==> src/rtl/cnn_ctrl_pkg.sv <==
// rtl/cnn_ctrl_pkg.sv - shared state encoding and default geometry for the CNN window scheduler
package cnn_ctrl_pkg;

  typedef enum logic [1:0] {
    ST_IDLE  = 2'd0,
    ST_LOAD  = 2'd1,
    ST_SCAN  = 2'd2,
    ST_DRAIN = 2'd3
  } sched_state_e;

  localparam int DEF_N_R    = 28;
  localparam int DEF_N_C    = 28;
  localparam int DEF_ADDR_W = 10;
  localparam int DEF_DATA_W = 16;

endpackage

==> src/rtl/conv_window_scheduler_if.sv <==
// rtl/conv_window_scheduler_if.sv - pixel load stream, window memory ports and window handshake
interface conv_window_scheduler_if #(
  parameter int ADDR_W = 10,
  parameter int DATA_W = 16
);
  logic              pix_valid;
  logic [DATA_W-1:0] pix_data;
  logic              pix_ready;
  logic              mem_wen;
  logic [ADDR_W-1:0] mem_wadd;
  logic [DATA_W-1:0] mem_wdata;
  logic              mem_ren;
  logic [ADDR_W-1:0] mem_addr1;
  logic [ADDR_W-1:0] mem_addr2;
  logic              win_valid;
  logic              win_ready;
  logic [ADDR_W-1:0] win_row;
  logic [ADDR_W-1:0] win_col;

  modport master (
    input  pix_valid, pix_data, win_ready,
    output pix_ready, mem_wen, mem_wadd, mem_wdata, mem_ren, mem_addr1, mem_addr2,
           win_valid, win_row, win_col
  );

  modport slave (
    output pix_valid, pix_data, win_ready,
    input  pix_ready, mem_wen, mem_wadd, mem_wdata, mem_ren, mem_addr1, mem_addr2,
           win_valid, win_row, win_col
  );
endinterface

==> src/rtl/window_raster_counter.sv <==
// rtl/window_raster_counter.sv - raster row/col counter over all valid 3x3 window origins
module window_raster_counter #(
  parameter int N_R    = 28,
  parameter int N_C    = 28,
  parameter int ADDR_W = 10
) (
  input  logic              clk,
  input  logic              rst,
  input  logic              en_i,
  output logic [ADDR_W-1:0] row_o,
  output logic [ADDR_W-1:0] col_o,
  output logic              last_o
);
  localparam logic [ADDR_W-1:0] ROW_MAX = ADDR_W'(N_R - 3);
  localparam logic [ADDR_W-1:0] COL_MAX = ADDR_W'(N_C - 3);

  logic [ADDR_W-1:0] row_q, row_d, col_q, col_d;

  assign row_o  = row_q;
  assign col_o  = col_q;
  assign last_o = (row_q == ROW_MAX) && (col_q == COL_MAX);

  // Wrapping after the last origin leaves the counter at (0,0) ready for the next frame.
  always_comb begin
    row_d = row_q;
    col_d = col_q;
    if (en_i) begin
      if (col_q == COL_MAX) begin
        col_d = '0;
        row_d = (row_q == ROW_MAX) ? '0 : row_q + 1'b1;
      end else begin
        col_d = col_q + 1'b1;
      end
    end
  end

  always_ff @(posedge clk) begin
    if (rst) begin
      row_q <= '0;
      col_q <= '0;
    end else begin
      row_q <= row_d;
      col_q <= col_d;
    end
  end
endmodule

==> src/rtl/conv_window_scheduler.sv <==
// rtl/conv_window_scheduler.sv - LOAD/SCAN sequencer for the 3x3 window image memory
// Optional stall_cycles counter enabled by CONV_SCHED_STALL_CNT_EN.
module conv_window_scheduler
  import cnn_ctrl_pkg::*;
#(
  parameter int N_R     = DEF_N_R,
  parameter int N_C     = DEF_N_C,
  parameter int NUM_PIX = N_R * N_C,
  parameter int ADDR_W  = DEF_ADDR_W,
  parameter int DATA_W  = DEF_DATA_W
) (
  input  logic clk,
  input  logic rst,
  input  logic start,
  input  logic skip_load,
  output logic busy,
  output logic done,
`ifdef CONV_SCHED_STALL_CNT_EN
  output logic [31:0] stall_cycles,
`endif
  conv_window_scheduler_if.master bus
);
  sched_state_e      state_q, state_d;
  logic [ADDR_W-1:0] load_cnt_q, load_cnt_d;
  logic [ADDR_W-1:0] win_row_q, win_row_d, win_col_q, win_col_d;
  logic              win_valid_q, win_valid_d;
  logic              issue, handshake, scan_last;
  logic [ADDR_W-1:0] scan_row, scan_col;

  window_raster_counter #(.N_R(N_R), .N_C(N_C), .ADDR_W(ADDR_W)) u_raster (
    .clk    (clk),
    .rst    (rst),
    .en_i   (issue),
    .row_o  (scan_row),
    .col_o  (scan_col),
    .last_o (scan_last)
  );

  // A new read may only replace the window registers once the held window is gone.
  assign issue     = (state_q == ST_SCAN) && (!win_valid_q || bus.win_ready);
  assign handshake = win_valid_q && bus.win_ready;

  assign bus.mem_ren   = issue;
  assign bus.mem_addr1 = scan_row;
  assign bus.mem_addr2 = scan_col;
  assign bus.win_valid = win_valid_q;
  assign bus.win_row   = win_row_q;
  assign bus.win_col   = win_col_q;
  assign busy          = (state_q != ST_IDLE);

  always_comb begin
    state_d       = state_q;
    load_cnt_d    = load_cnt_q;
    win_valid_d   = win_valid_q;
    win_row_d     = win_row_q;
    win_col_d     = win_col_q;
    done          = 1'b0;
    bus.pix_ready = 1'b0;
    bus.mem_wen   = 1'b0;
    bus.mem_wadd  = load_cnt_q;
    bus.mem_wdata = {DATA_W{1'b0}};

    if (issue) begin
      win_valid_d = 1'b1;
      win_row_d   = scan_row;
      win_col_d   = scan_col;
    end else if (handshake) begin
      win_valid_d = 1'b0;
    end

    case (state_q)
      ST_IDLE: begin
        if (start) state_d = skip_load ? ST_SCAN : ST_LOAD;
      end
      ST_LOAD: begin
        bus.pix_ready = 1'b1;
        bus.mem_wen   = bus.pix_valid;
        bus.mem_wdata = bus.pix_data;
        if (bus.pix_valid) begin
          if (load_cnt_q == ADDR_W'(NUM_PIX - 1)) begin
            load_cnt_d = '0;
            state_d    = ST_SCAN;
          end else begin
            load_cnt_d = load_cnt_q + 1'b1;
          end
        end
      end
      ST_SCAN: begin
        if (issue && scan_last) state_d = ST_DRAIN;
      end
      ST_DRAIN: begin
        if (handshake) begin
          done    = 1'b1;
          state_d = ST_IDLE;
        end
      end
      default: state_d = ST_IDLE;
    endcase
  end

  always_ff @(posedge clk) begin
    if (rst) begin
      state_q     <= ST_IDLE;
      load_cnt_q  <= '0;
      win_valid_q <= 1'b0;
      win_row_q   <= '0;
      win_col_q   <= '0;
    end else begin
      state_q     <= state_d;
      load_cnt_q  <= load_cnt_d;
      win_valid_q <= win_valid_d;
      win_row_q   <= win_row_d;
      win_col_q   <= win_col_d;
    end
  end

`ifdef CONV_SCHED_STALL_CNT_EN
  logic [31:0] stall_q, stall_d;

  always_comb begin
    stall_d = stall_q;
    if (state_q == ST_IDLE && start) begin
      stall_d = '0;
    end else if ((state_q == ST_SCAN || state_q == ST_DRAIN) && win_valid_q &&
                 !bus.win_ready && stall_q != 32'hFFFF_FFFF) begin
      stall_d = stall_q + 32'd1;
    end
  end

  always_ff @(posedge clk) begin
    if (rst) stall_q <= '0;
    else     stall_q <= stall_d;
  end

  assign stall_cycles = stall_q;
`endif
endmodule

==> src/flat_wrapper.sv <==
// flat-port wrapper written by rule: the top's interface ports become plain ports
module conv_window_scheduler_flat import cnn_ctrl_pkg::*;
#(
  parameter int N_R     = DEF_N_R,
  parameter int N_C     = DEF_N_C,
  parameter int NUM_PIX = N_R * N_C,
  parameter int ADDR_W  = DEF_ADDR_W,
  parameter int DATA_W  = DEF_DATA_W
)
  (clk, rst, start, skip_load, busy, done, bus_pix_valid, bus_pix_data, bus_win_ready, bus_pix_ready, bus_mem_wen, bus_mem_wadd, bus_mem_wdata, bus_mem_ren, bus_mem_addr1, bus_mem_addr2, bus_win_valid, bus_win_row, bus_win_col);
  conv_window_scheduler_if #(.ADDR_W(ADDR_W), .DATA_W(DATA_W)) bus_i ();
  input  logic clk;
  input  logic rst;
  input  logic start;
  input  logic skip_load;
  output logic busy;
  output logic done;
  input wire logic [$bits(bus_i.pix_valid)-1:0] bus_pix_valid;
  input wire logic [$bits(bus_i.pix_data)-1:0] bus_pix_data;
  input wire logic [$bits(bus_i.win_ready)-1:0] bus_win_ready;
  output wire logic [$bits(bus_i.pix_ready)-1:0] bus_pix_ready;
  output wire logic [$bits(bus_i.mem_wen)-1:0] bus_mem_wen;
  output wire logic [$bits(bus_i.mem_wadd)-1:0] bus_mem_wadd;
  output wire logic [$bits(bus_i.mem_wdata)-1:0] bus_mem_wdata;
  output wire logic [$bits(bus_i.mem_ren)-1:0] bus_mem_ren;
  output wire logic [$bits(bus_i.mem_addr1)-1:0] bus_mem_addr1;
  output wire logic [$bits(bus_i.mem_addr2)-1:0] bus_mem_addr2;
  output wire logic [$bits(bus_i.win_valid)-1:0] bus_win_valid;
  output wire logic [$bits(bus_i.win_row)-1:0] bus_win_row;
  output wire logic [$bits(bus_i.win_col)-1:0] bus_win_col;
  assign bus_i.pix_valid = bus_pix_valid;
  assign bus_i.pix_data = bus_pix_data;
  assign bus_i.win_ready = bus_win_ready;
  assign bus_pix_ready = bus_i.pix_ready;
  assign bus_mem_wen = bus_i.mem_wen;
  assign bus_mem_wadd = bus_i.mem_wadd;
  assign bus_mem_wdata = bus_i.mem_wdata;
  assign bus_mem_ren = bus_i.mem_ren;
  assign bus_mem_addr1 = bus_i.mem_addr1;
  assign bus_mem_addr2 = bus_i.mem_addr2;
  assign bus_win_valid = bus_i.win_valid;
  assign bus_win_row = bus_i.win_row;
  assign bus_win_col = bus_i.win_col;
  conv_window_scheduler #(.N_R(N_R), .N_C(N_C), .NUM_PIX(NUM_PIX), .ADDR_W(ADDR_W), .DATA_W(DATA_W)) u_core (.clk(clk), .rst(rst), .start(start), .skip_load(skip_load), .busy(busy), .done(done), .bus(bus_i));
endmodule
==> config.mk <==
export PLATFORM = sky130hd
export DESIGN_NAME = conv_window_scheduler_flat
export DESIGN_NICKNAME = d
export VERILOG_FILES = /design/src/rtl/cnn_ctrl_pkg.sv /design/src/rtl/conv_window_scheduler_if.sv /design/src/rtl/window_raster_counter.sv /design/src/rtl/conv_window_scheduler.sv /design/src/flat_wrapper.sv
export SDC_FILE = /design/constraint.sdc
export NUM_CORES = 1
export LEC_CHECK = 0
export ABC_AREA = 1
export CORE_AREA = 5 5 92 85
export CTS_CLUSTER_DIAMETER = 100
export DETAILED_ROUTE_END_ITERATION = 12
export DIE_AREA = 0 0 97 90
export GPL_TIMING_DRIVEN = 1
export HOLD_SLACK_MARGIN = 0.02
export PLACE_DENSITY = 0.72
export RECOVER_POWER = 25
export SETUP_SLACK_MARGIN = 0.05
export SLEW_MARGIN = 5
export SYNTH_ARGS = -nofsm -noshare
export SYNTH_HDL_FRONTEND = slang
export SYNTH_SLANG_ARGS = --single-unit
==> constraint.sdc <==
create_clock -name clk -period 2.1 [get_ports clk]
set_clock_uncertainty 0.05 [all_clocks]
set_input_delay 0.42 -clock clk [delete_from_list [all_inputs] [get_ports clk]]
set_output_delay 0.42 -clock clk [all_outputs]
set_load 0.05 [all_outputs]
==> summary.md <==
| Metric | Value |
|---|---|
| Outcome | `completed` |
| Largest net degree at the start of global routing | `21` |
| Clk pwr share | `0.154` |
| Hold_buf cts | `0` |
| Syn_nets | `412` |
| Leak Pwr | `1.678 nW` |
| H-tree level count | `2` |
| Max incr delay on CP | `820 ps` |
| Post-DRT Antenna Nets | `0` |
| Sequential-to-total area share from yosys stat | `0.4027` |
| Dpl cell area | `3934 um2` |
| DRC Markers | `0` |
| Post-synth top area share | `0.4027` |
| Routed wire length per instance | `13.21 um` |
| Critical Path Fanout Max | `4` |
| IO Port Bufs | `93` |
| Fin util | `0.5829` |
| Final Wtd Congestion | `0.8972` |
| Antenna violations before repair | `0` |
| Internal reg-to-reg setup slack | `300 ps` |
| Max VDD drop | `0.7070 mV` |
| Min Clock Period, post-route | `2001 ps` |
| Synth area leaders | `dfxtp_1 40%, nand2_1 10%, inv_1 8.7%, a21oi_1 6.8%, nor2_1 6.0%` |
| Clk slew on worst S/H paths | `110 ps` |
| Psw | `1.841 mW` |
| Number of global-route vias before repair | `2702` |
| Crit path buffers/inverters | `1` |
| CP max-delay cell | `clkdlybuf4s50_1` |
| Final-report max-slew violation count | `0` |
| Cells after DPL | `563` |
| Yosys synthesis warning count | `0` |
| CP endpoint kind | `primary output` |
| CTS tree | `built` |
| Antenna cells | `0` |
| Initial Utilization | `0.3842` |
| Post-synth top area cell | `dfxtp_1` |
| Dpl hpwl | `5.793 mm` |
| Critical path, cell by cell | `clkdlybuf4s50_1` |
| Most frequent cells in the layout | `73 x nand2_1, 52 x dfxtp_1, 50 x inv_1, 50 x clkdlybuf4s50_1, 42 x nor2_1` |
| CP arrival | `1530 ps` |
| # rows | `29` |
| Fin crit share | `0.9531` |
| Sw Share | `0.4515` |
| Die area | `8730 um2` |
| WP data required | `1630 ps` |
| Pwr/cell area | `1020 nW/um2` |
| CTS root buf | `clkbuf_8` |
| Clk sinks | `53` |
| Clk_lat worst skew | `320 ps` |
| Max transition margin | `0.6020` |
| Synth Register Bits | `53` |
| First-pass GRT wire length | `12.75 mm` |
| Hold Path Class | `flip-flop to flip-flop` |
| Startpoint types | `flip-flop` |
| Comb pwr share | `0.530` |
| Post-synthesis instance total | `380` |
| Iteration-0 DRC count of the detailed router | `62` |
| Area Growth Syn to Fin | `51.71%` |
| Placeable core area | `6858 um2` |
| Die Y | `90 um` |
| Syn Area/Cell | `6.934 um2` |
| Total GRT Usage | `0.1714` |
| Synth cell types | `32` |
| Layout net count | `510` |
| Unrepaired setup endpoints after global routing | `no` |
| Commonest non-fill, non-tap cell in the layout | `nand2_1` |
| Least-Margin Pin Slew | `599.5 ps` |
| Reg power frac | `0.316` |
| Die width | `97 um` |
| Cell area after synthesis | `2635 um2` |
| Via density | `4.832` |
| Non-filler cells, final | `572` |
| MaxCap Viol Count | `0` |
| Pre-antenna DRT Iters | `5` |
| Final instance area | `3998 um2` |
| Crit Path Category | `flip-flop to primary output` |
| Max Freq | `499.6 MHz` |
| Hold Vio Cnt, Final | `0` |
| Setup tns final | `0 ps` |
| Share of cells above drive strength 1 | `0.1315` |
| Final setup violation count | `0` |
| P_int | `2.236 mW` |
| Top Ports | `94` |
| Routed vias | `2764` |
| GRT Residual Overflow | `0` |
| Longest Clk Path Bufs | `2` |
| CP delay by family, top | `buffers and inverters` |
| Fin worst setup slack | `98.56 ps` |
| Cts bufs inserted | `5` |
| Routed WL | `7.554 mm` |
| Post-place setup slack | `57.53 ps` |
kinds of logic after synthesis:
logic type / synth area share
and+or+nand+nor: 0.2840
buffers and inverters: 0.1149
AOI/OAI and AO/OA: 0.1377
DFF: 0.4027
adders and majority gates: 0.04748
xor gates and xnor gates: 0.01330
cell usage after synthesis (all sizes together):
cell type / number
nand2: 76
inv: 62
dfxtp: 53
nor2: 48
a21oi: 36
o21ai: 29
nand3: 23
nor3: 13
ha: 10
clkbuf: 6
nand4: 6
buf: 5
a211oi: 3
xor2: 3
clkinv: 2
a21o: 1
nand3b: 1
nor3b: 1
o31ai: 1
xnor2: 1
repair_timing:
item                       4_1_cts  5_1_grt
setup endpoints to repair        6       19
gates resized for setup          5       16
buffers inserted                 0        1
pin swaps                        0        0
layer usage:
metal / vias up / global-route usage / wire length, um
met4: 0 / 0.04211 / 130
met5: - / 0 / 0
met1: 1250 / 0.2214 / 3635
met3: 11 / 0.05108 / 474
li1: 1399 / - / -
met2: 104 / 0.2805 / 3313
stage by stage:
step                hold WS [ps]  power [mW]
finish                     424.4       4.076
global placement           411.1       3.468
floorplan                  453.3       2.635
detailed placement         417.0       3.487
global route               459.4       4.297
CTS                        430.7       4.125
cell type report:
class / instances / area (um2)
Multi-Input combinational cell: 252 / 1276
Clock buffer: 6 / 82.58
Inverter: 64 / 284.0
Tap cell: 93 / 116.4
Timing Repair Buffer: 102 / 1160
Sequential cell: 53 / 1062
Clock inverter: 2 / 16.27
Fill cell: 635 / 2860
power by group through the flow:
stage / Sequential, mW / Combinational, mW / Clock, mW
floorplan: 1.82 / 0.820 / 0
global placement: 1.30 / 2.17 / 0
detailed placement: 1.30 / 2.19 / 0
CTS: 1.29 / 2.19 / 0.644
global route: 1.31 / 2.31 / 0.676
finish: 1.29 / 2.16 / 0.627
path summary, 6_finish.rpt:
kind,start,endpoint,depth (start not counted)
setup / recovery,u_core.u_raster.row_o[3]$_SDFFE_PP0P_,bus_mem_addr1[3],1
hold / removal,u_core.bus.win_col[2]$_SDFFE_PP0P_,u_core.bus.win_col[2]$_SDFFE_PP0P_,2
setup reg to reg,u_core.state_q[0]$_SDFFE_PP0P_,u_core.u_raster.col_o[2]$_SDFFE_PP0P_,8
hold reg to reg,u_core.bus.win_col[2]$_SDFFE_PP0P_,u_core.bus.win_col[2]$_SDFFE_PP0P_,2
state kept, by name (all words and copies together), names as in the netlist:
register               count
u_core.bus.mem_wadd       10
u_core.bus.win_col        10
u_core.bus.win_row        10
u_core.bus.win_valid       1
u_core.state_q             2
u_core.u_raster.col_o     10
u_core.u_raster.row_o     10
(Power assumes the default switching activity.)
